$ cat config.mk
export PLATFORM = sky130hd
export DESIGN_NAME = cla_pipe_addsub
export DESIGN_NICKNAME = d
export VERILOG_FILES = /design/src/rtl/cla_pipe_addsub.sv
export SDC_FILE = /design/constraint.sdc
export NUM_CORES = 1
export LEC_CHECK = 0
export BUFFER_PORTS_ARGS = -buffer_cell sky130_fd_sc_hd__buf_2
export CORE_MARGIN = 4
export CORE_UTILIZATION = 25
export CTS_CLUSTER_SIZE = 16
export DETAILED_ROUTE_END_ITERATION = 8
export SYNTH_ARGS = -nofsm -noshare
export SYNTH_HDL_FRONTEND = slang
export SYNTH_SLANG_ARGS = --single-unit
$ cat constraint.sdc
create_clock -name clk -period 1.4 [get_ports clk]
set_input_delay 0.28 -clock clk [delete_from_list [all_inputs] [get_ports clk]]
set_output_delay 0.28 -clock clk [all_outputs]
set_load 0.02 [all_outputs]
$ cat src/rtl/cla_pipe_addsub.sv
// Two-stage pipelined carry-lookahead adder/subtractor with add, sub, add-with-carry, sub-with-borrow.
// Latency: 2 clk edges from acceptance to out_valid; one operation per cycle when out_ready is high.
// Backpressure: valid/ready; in_ready = !s1_valid || !out_valid || out_ready, forced low while rst is high.
// Optional macro CLA_PIPE_SAT_EN: saturate sum to signed max/min on signed overflow (cout/ovf untouched).
module cla_pipe_addsub #(
    parameter int WIDTH = 16
) (
    input  logic             clk,
    input  logic             rst,
    input  logic             in_valid,
    output logic             in_ready,
    input  logic [WIDTH-1:0] a,
    input  logic [WIDTH-1:0] b,
    input  logic             cin,
    input  logic [1:0]       op,
    output logic             out_valid,
    input  logic             out_ready,
    output logic [WIDTH-1:0] sum,
    output logic             cout,
    output logic             ovf
);

    localparam int NG = WIDTH / 4;

    // Pipeline enables: a stage may load when it is empty or its content moves on.
    logic s1_valid;
    logic s2_en;
    logic s1_en;

    assign s2_en    = !out_valid || out_ready;
    assign s1_en    = !s1_valid || s2_en;
    assign in_ready = s1_en && !rst;

    // Stage-1 operand conditioning: op[0] selects inversion of b, op[1] selects external carry.
    logic [WIDTH-1:0] b_eff;
    logic             c0_eff;
    logic [WIDTH-1:0] p_in;
    logic [WIDTH-1:0] g_in;
    logic [NG-1:0]    gp_in;
    logic [NG-1:0]    gg_in;

    assign b_eff  = op[0] ? ~b : b;
    assign c0_eff = op[1] ? cin : op[0];
    assign p_in   = a | b_eff;
    assign g_in   = a & b_eff;

    // 4-bit group propagate/generate from the bit-level p/g.
    always_comb begin
        gp_in = '0;
        gg_in = '0;
        for (int k = 0; k < NG; k++) begin
            gp_in[k] = &p_in[4*k +: 4];
            gg_in[k] = g_in[4*k+3]
                     | (p_in[4*k+3] & g_in[4*k+2])
                     | (p_in[4*k+3] & p_in[4*k+2] & g_in[4*k+1])
                     | (p_in[4*k+3] & p_in[4*k+2] & p_in[4*k+1] & g_in[4*k]);
        end
    end

    // Stage-1 registers.
    logic [WIDTH-1:0] s1_a;
    logic [WIDTH-1:0] s1_b;
    logic [WIDTH-1:0] s1_p;
    logic [WIDTH-1:0] s1_g;
    logic [NG-1:0]    s1_gp;
    logic [NG-1:0]    s1_gg;
    logic             s1_c0;

    // Stage 1: capture an accepted operation; bubbles propagate as s1_valid = 0.
    always_ff @(posedge clk) begin
        if (rst) begin
            s1_valid <= 1'b0;
            s1_a     <= '0;
            s1_b     <= '0;
            s1_p     <= '0;
            s1_g     <= '0;
            s1_gp    <= '0;
            s1_gg    <= '0;
            s1_c0    <= 1'b0;
        end else if (s1_en) begin
            s1_valid <= in_valid;
            if (in_valid) begin
                s1_a  <= a;
                s1_b  <= b_eff;
                s1_p  <= p_in;
                s1_g  <= g_in;
                s1_gp <= gp_in;
                s1_gg <= gg_in;
                s1_c0 <= c0_eff;
            end
        end
    end

    // Stage-2 carry resolution: group carries by lookahead, then bit carries inside each group.
    logic [NG:0]      grp_c;
    logic [WIDTH-1:0] bit_c;
    logic             gc;
    logic             bc;
    logic [WIDTH-1:0] sum_raw;
    logic [WIDTH-1:0] sum_nxt;
    logic             cout_nxt;
    logic             ovf_nxt;

    always_comb begin
        grp_c = '0;
        gc    = s1_c0;
        for (int k = 0; k < NG; k++) begin
            grp_c[k] = gc;
            gc       = s1_gg[k] | (s1_gp[k] & gc);
        end
        grp_c[NG] = gc;

        bit_c = '0;
        bc    = 1'b0;
        for (int i = 0; i < WIDTH; i++) begin
            if (i % 4 == 0) begin
                bc = grp_c[i/4];
            end
            bit_c[i] = bc;
            bc       = s1_g[i] | (s1_p[i] & bc);
        end

        sum_raw  = s1_a ^ s1_b ^ bit_c;
        cout_nxt = grp_c[NG];
        ovf_nxt  = bit_c[WIDTH-1] ^ grp_c[NG];
`ifdef CLA_PIPE_SAT_EN
        if (ovf_nxt) begin
            sum_nxt = s1_a[WIDTH-1] ? {1'b1, {(WIDTH-1){1'b0}}} : {1'b0, {(WIDTH-1){1'b1}}};
        end else begin
            sum_nxt = sum_raw;
        end
`else
        sum_nxt = sum_raw;
`endif
    end

    // Stage 2: output registers hold while the consumer stalls.
    always_ff @(posedge clk) begin
        if (rst) begin
            out_valid <= 1'b0;
            sum       <= '0;
            cout      <= 1'b0;
            ovf       <= 1'b0;
        end else if (s2_en) begin
            out_valid <= s1_valid;
            if (s1_valid) begin
                sum  <= sum_nxt;
                cout <= cout_nxt;
                ovf  <= ovf_nxt;
            end
        end
    end

endmodule

# Word level (Yosys, flattened, before mapping)
# Index checks and enable logic that the tools add are counted.
dict set report classes {
  addsub 0
  n_mul 0
  n_div 0
  magnitude_cmp 0
  n_eq_ne 0
  n_shift 0
  muxes 2
  bitwise_logic 70
  reduce_logical 12
}
# op n
set op_table {}
lappend op_table {{$and 1x1->1} 36}
lappend op_table {{$xor 16x16->16} 2}
lappend op_table {{$or 1x1->1} 28}
lappend op_table {{$and 16x16->16} 1}
lappend op_table {{$mux 16} 1}
lappend op_table {{$not 16->16} 1}
lappend op_table {{$or 16x16->16} 1}
lappend op_table {{$reduce_and 4->1} 4}
lappend op_table {{$reduce_and 2->1} 2}
lappend op_table {{$logic_not 1->1} 3}
lappend op_table {{$logic_or 1x1->1} 2}
lappend op_table {{$logic_and 1x1->1} 1}
lappend op_table {{$mux 1} 1}
lappend op_table {{$xor 1x1->1} 1}
dict set report word_totals {
  regBits 91
  latchBits 0
  ram_bits 0
  mem_bits_ro 0
  inputBits 39
  output_inout_bits 20
  word_cells 96
  mem_count 0
}

# Depth between registers and ports, before layout
dict set report depth {
  depth_word 13
  mapped_depth 7
  depth_no_buf 5
}

# Worst setup path before layout
# OpenSTA, ideal clock, no wires.
dict set report synth_timing {
  path_kind {register -> register}
  from {register out_valid}
  to {register s1_g[13]}
  setup_time_ns 0.128
  t_arrival_ns 1.365
  t_required_ns 1.272
  path_slack_ns -0.093
  stages_incl_launch_ff 7
  path_buffers 1
  synth_period_minus_slack_ns 1.493
  path_cell_list {dfxtp_1 nand2b_1 o21ai_2 clkbuf_1 nor2_1 a21oi_1 nor2_1}
}
dict set report synth_via {
  elab_chain_len 4
}
# element line
set synth_rtl {}
lappend synth_rtl {{from (decl)} 16} ;# output logic out_valid,
lappend synth_rtl {{from (signal assigned)} 145} ;# out_valid <= s1_valid;
lappend synth_rtl {{$logic_not 1->1} 30} ;# assign s2_en = !out_valid || out_ready;
lappend synth_rtl {{$logic_or 1x1->1} 30}
lappend synth_rtl {{$logic_or 1x1->1} 31} ;# assign s1_en = !s1_valid || s2_en;
lappend synth_rtl {{$reduce_and 2->1 (no source line)} n/a}
lappend synth_rtl {{to (signal assigned)} 86} ;# s1_g <= g_in;
lappend synth_rtl {{to (decl)} 64} ;# logic [WIDTH-1:0] s1_g;
# Every way passes these cells.
# A chain may end at the register's enable or synchronous reset.

# Worst setup path in the final report
dict set report layout_timing {
  from {register s1_valid}
  to {output in_ready}
}
dict set report layout_via {
  elab_chain_len 3
}
# element line
set layout_rtl {}
lappend layout_rtl {{from (decl)} 26} ;# logic s1_valid;
lappend layout_rtl {{from (signal assigned)} 81} ;# s1_valid <= in_valid;
lappend layout_rtl {{$logic_not 1->1} 31}
lappend layout_rtl {{$logic_or 1x1->1} 31}
lappend layout_rtl {{$logic_and 1x1->1} 32} ;# assign in_ready = s1_en && !rst;
lappend layout_rtl {{to (decl)} 11} ;# output logic in_ready,
# Every way passes these cells.

==> impl_metrics.json <==
{
  "status": "finished, violations left",
  "failed_checks": "setup timing",
  "cts-htree-levels": 3,
  "ys.warnings.count": 0,
  "ys_types": 44,
  "timing.rr.start": "s1_gp[0]",
  "stdcell_count": 769,
  "p_per_area_nw_per_um2": 1170,
  "dp_hpwl_microns": 7200,
  "slew_headroom_pct": 78.3,
  "cts_tree": "yes",
  "core_sq_um": 15100,
  "drc": 0,
  "hold_buffers": 0,
  "clkLatencyLatePin_ps": 340,
  "min_from": "a[3]",
  "routed-via-count": 3457,
  "drive_above_1_share_pct": 29.9,
  "ios": 59,
  "met1Wirelength_microns": 5030,
  "start_util_pct": 25.4,
  "wl_met3_microns": 447,
  "grt_pass1_vias": 3190,
  "drtAntennaViolNets": 0,
  "p_clk_share_pct": 35.8,
  "synth.avg_cell_area_sq_um": 8.15,
  "drv_cap": 0,
  "p_int_uw": 4580,
  "grt.total_usage_pct": 11.5,
  "rsz0062_at_grt": "yes",
  "viasPerCell": 4.50,
  "cp-start-kind": "flop",
  "p_seq_share_pct": 43.4,
  "wl_per_cell_microns": 13.5,
  "clk_pin_slew_worst_paths_ps": 60,
  "crit_arrival_ps": 1160,
  "synth-edff-count": 0,
  "p_sw_uw": 1700,
  "dominantRegCellSynth": "dfxtp_1",
  "total_power_uw": 6280,
  "synth_top_area_share_pct": 44.3,
  "clk_path_buf_depth": 2,
  "synth-compound-area-share_pct": 18.8,
  "pwr-share-comb_pct": 20.8,
  "synth_top_cell_by_area": "dfxtp_1",
  "path_class": "reg -> out",
  "dp_cells": 743,
  "dr.pass1.iters": 4,
  "hold_violations": 0,
  "most-common-layout-cells": "98 x nor2_1, 78 x dfxtp_1, 57 x buf_2, 53 x nand2_1, 51 x buf_4",
  "gp_congestion": 0.779,
  "max_freq_mhz": 696,
  "final_util_pct": 35.4,
  "n_antenna_cell": 0,
  "synth_simple_gate_area_share_pct": 22.3,
  "antenna_found_initial": 0,
  "synth-seq-area-share_pct": 44.3,
  "crit_path_end_kind": "output pin",
  "finalClockSkew_ps": 3.05,
  "worst-path-max-fanout": 4,
  "critPathMaxStageDelay_ps": 330,
  "syn2layout_area_growth_pct": 39.6,
  "synthAdderAreaFrac_pct": 0,
  "finalMaxSlewViolations": 0,
  "routed-wl-met2_microns": 4770,
  "fin_crit_ps": 1440,
  "overflow": 0,
  "routed.top_layer": "met4",
  "r2r_slack_ps": -10,
  "syn_nets": 510,
  "synthArstFlopShare_pct": 0,
  "ir_drop_mv": 0.661,
  "grt_max_degree": 49,
  "cts_made_buffers": 9,
  "setup_viol_count_final": 5,
  "final_nets": 616,
  "leakagePower_uw": 0.00226,
  "worst_pin_slew_ps": 326,
  "synthMuxAreaShare_pct": 0.261,
  "setup_tns_ps": -70.7,
  "final_common_cell": "nor2_1",
  "die_w_microns": 132,
  "wirelength_microns": 10400,
  "worstPathCellList": "and3b_2 -> nor2_4 -> buf_6",
  "syn-cell-area_sq_um": 3840,
  "row_count": 45,
  "die_height_microns": 132,
  "drt_iter0_drc": 157,
  "synthCells": 471,
  "final.period_utilization_pct": 103,
  "switching_share_pct": 27.1,
  "cp_slowest_cell": "dfxtp_2",
  "synth_top_family_by_area": "simple AND/OR/NAND/NOR gates",
  "root_buffer": "clkbuf_16",
  "ys_seq_elements": 85,
  "timing.final.ws_setup_ps": -36.8,
  "cts.sink_count": 85,
  "worstPathRequired_ps": 1120,
  "portBuffers": 58,
  "yosys-top-cells-area": "dfxtp_1 44%, nor2_1 9.9%, a21oi_1 5.7%, xnor2_1 5.5%, a211oi_1 5.3%",
  "yosys.area_share.xor_xnor_pct": 10.7,
  "die_area_sq_um": 17400,
  "grt_first_pass_wirelength_microns": 16100,
  "hp-class": "in -> reg",
  "post-place-ws_ps": -119,
  "setup.worst_path.start": "s1_valid"
}
[cell usage after synthesis (4+ instances only)]
| cell | n |
|---|---|
| nor2_1 | 101 |
| dfxtp_1 | 85 |
| nand2_1 | 54 |
| a21oi_1 | 44 |
| a211oi_1 | 27 |
| xnor2_1 | 24 |
| xor2_1 | 23 |
| clkbuf_1 | 21 |
| nor3_1 | 18 |
| o21ai_0 | 5 |
| buf_2 | 4 |
| nand3_1 | 4 |
| nor4_1 | 4 |
| o22ai_1 | 4 |
[routing by layer]
layer | track usage, % | vias up
li1 | - | 1829
met1 | 15.2 | 1561
met2 | 17.8 | 55
met3 | 3.17 | 12
met4 | 4.43 | 0
met5 | 0 | -
[path summary, 6_finish.rpt]
check                   to  cells after the start
setup / recovery  in_ready                      3
hold reg to reg     sum[0]                      2
hold / removal     s1_a[3]                      3
setup reg to reg   sum[15]                      5
[per-stage QoR]
step	hold WS (ps)	cell area [sq um]
2_1_floorplan	401	3850
4_1_cts	191	5070
3_5_place_dp	451	4750
3_3_place_gp	437	4750
6_report	202	5360
5_1_grt	221	5360
[power by group through the flow]
stage	Combinational [uW]	Clock (uW)	Sequential, uW
after global placement	1170	0	2770
after floorplan	658	0	2800
after detailed placement	1180	0	2770
after global routing	1450	2410	2750
after CTS	1200	2330	2720
final	1310	2250	2720
[layout make-up]
cell class / instances / area (sq um)
inverter: 2 / 7.51
timing repair buffer: 125 / 1020
sequential: 85 / 1710
clock inverter: 1 / 5.00
clock buffer: 14 / 274
fill: 1538 / 9780
multi-input combinational: 354 / 2100
tap: 188 / 235
[critical path: cells and delay by family (launching register included)]
kind / cells / cell delay, ps
DFF: 1 / 330
buffers and inverters: 1 / 120
and+or+nand+nor: 2 / 360
[registers in the layout (all words and copies together) (netlist names)]
register and cells:
cout 1, out_valid 1, ovf 1, s1_a 16, s1_b 16, s1_c0 1
s1_g 12, s1_gg 4, s1_gp 4, s1_p 12, s1_valid 1, sum 16
[cells by family (layout without fill, tap and decap cells)]
family                 count (synthesis)  count (layout)
AO/OA/AOI/OAI                        107             107
XOR/XNOR                              47              47
buffers and inverters                 32             142
flip-flops                            85              85
multiplexers                           1               1
AND/OR/NAND/NOR                      199             199
[timing repair]
item | CTS | global route
buffers inserted | 2 | 4
hold endpoints to repair | 0 | 0
setup endpoints to repair | 18 | 57
gates cloned | 0 | 5
resized for setup | 11 | 26
pin swaps | 11 | 11
No activity file was read; power rests on OpenSTA's default activity.
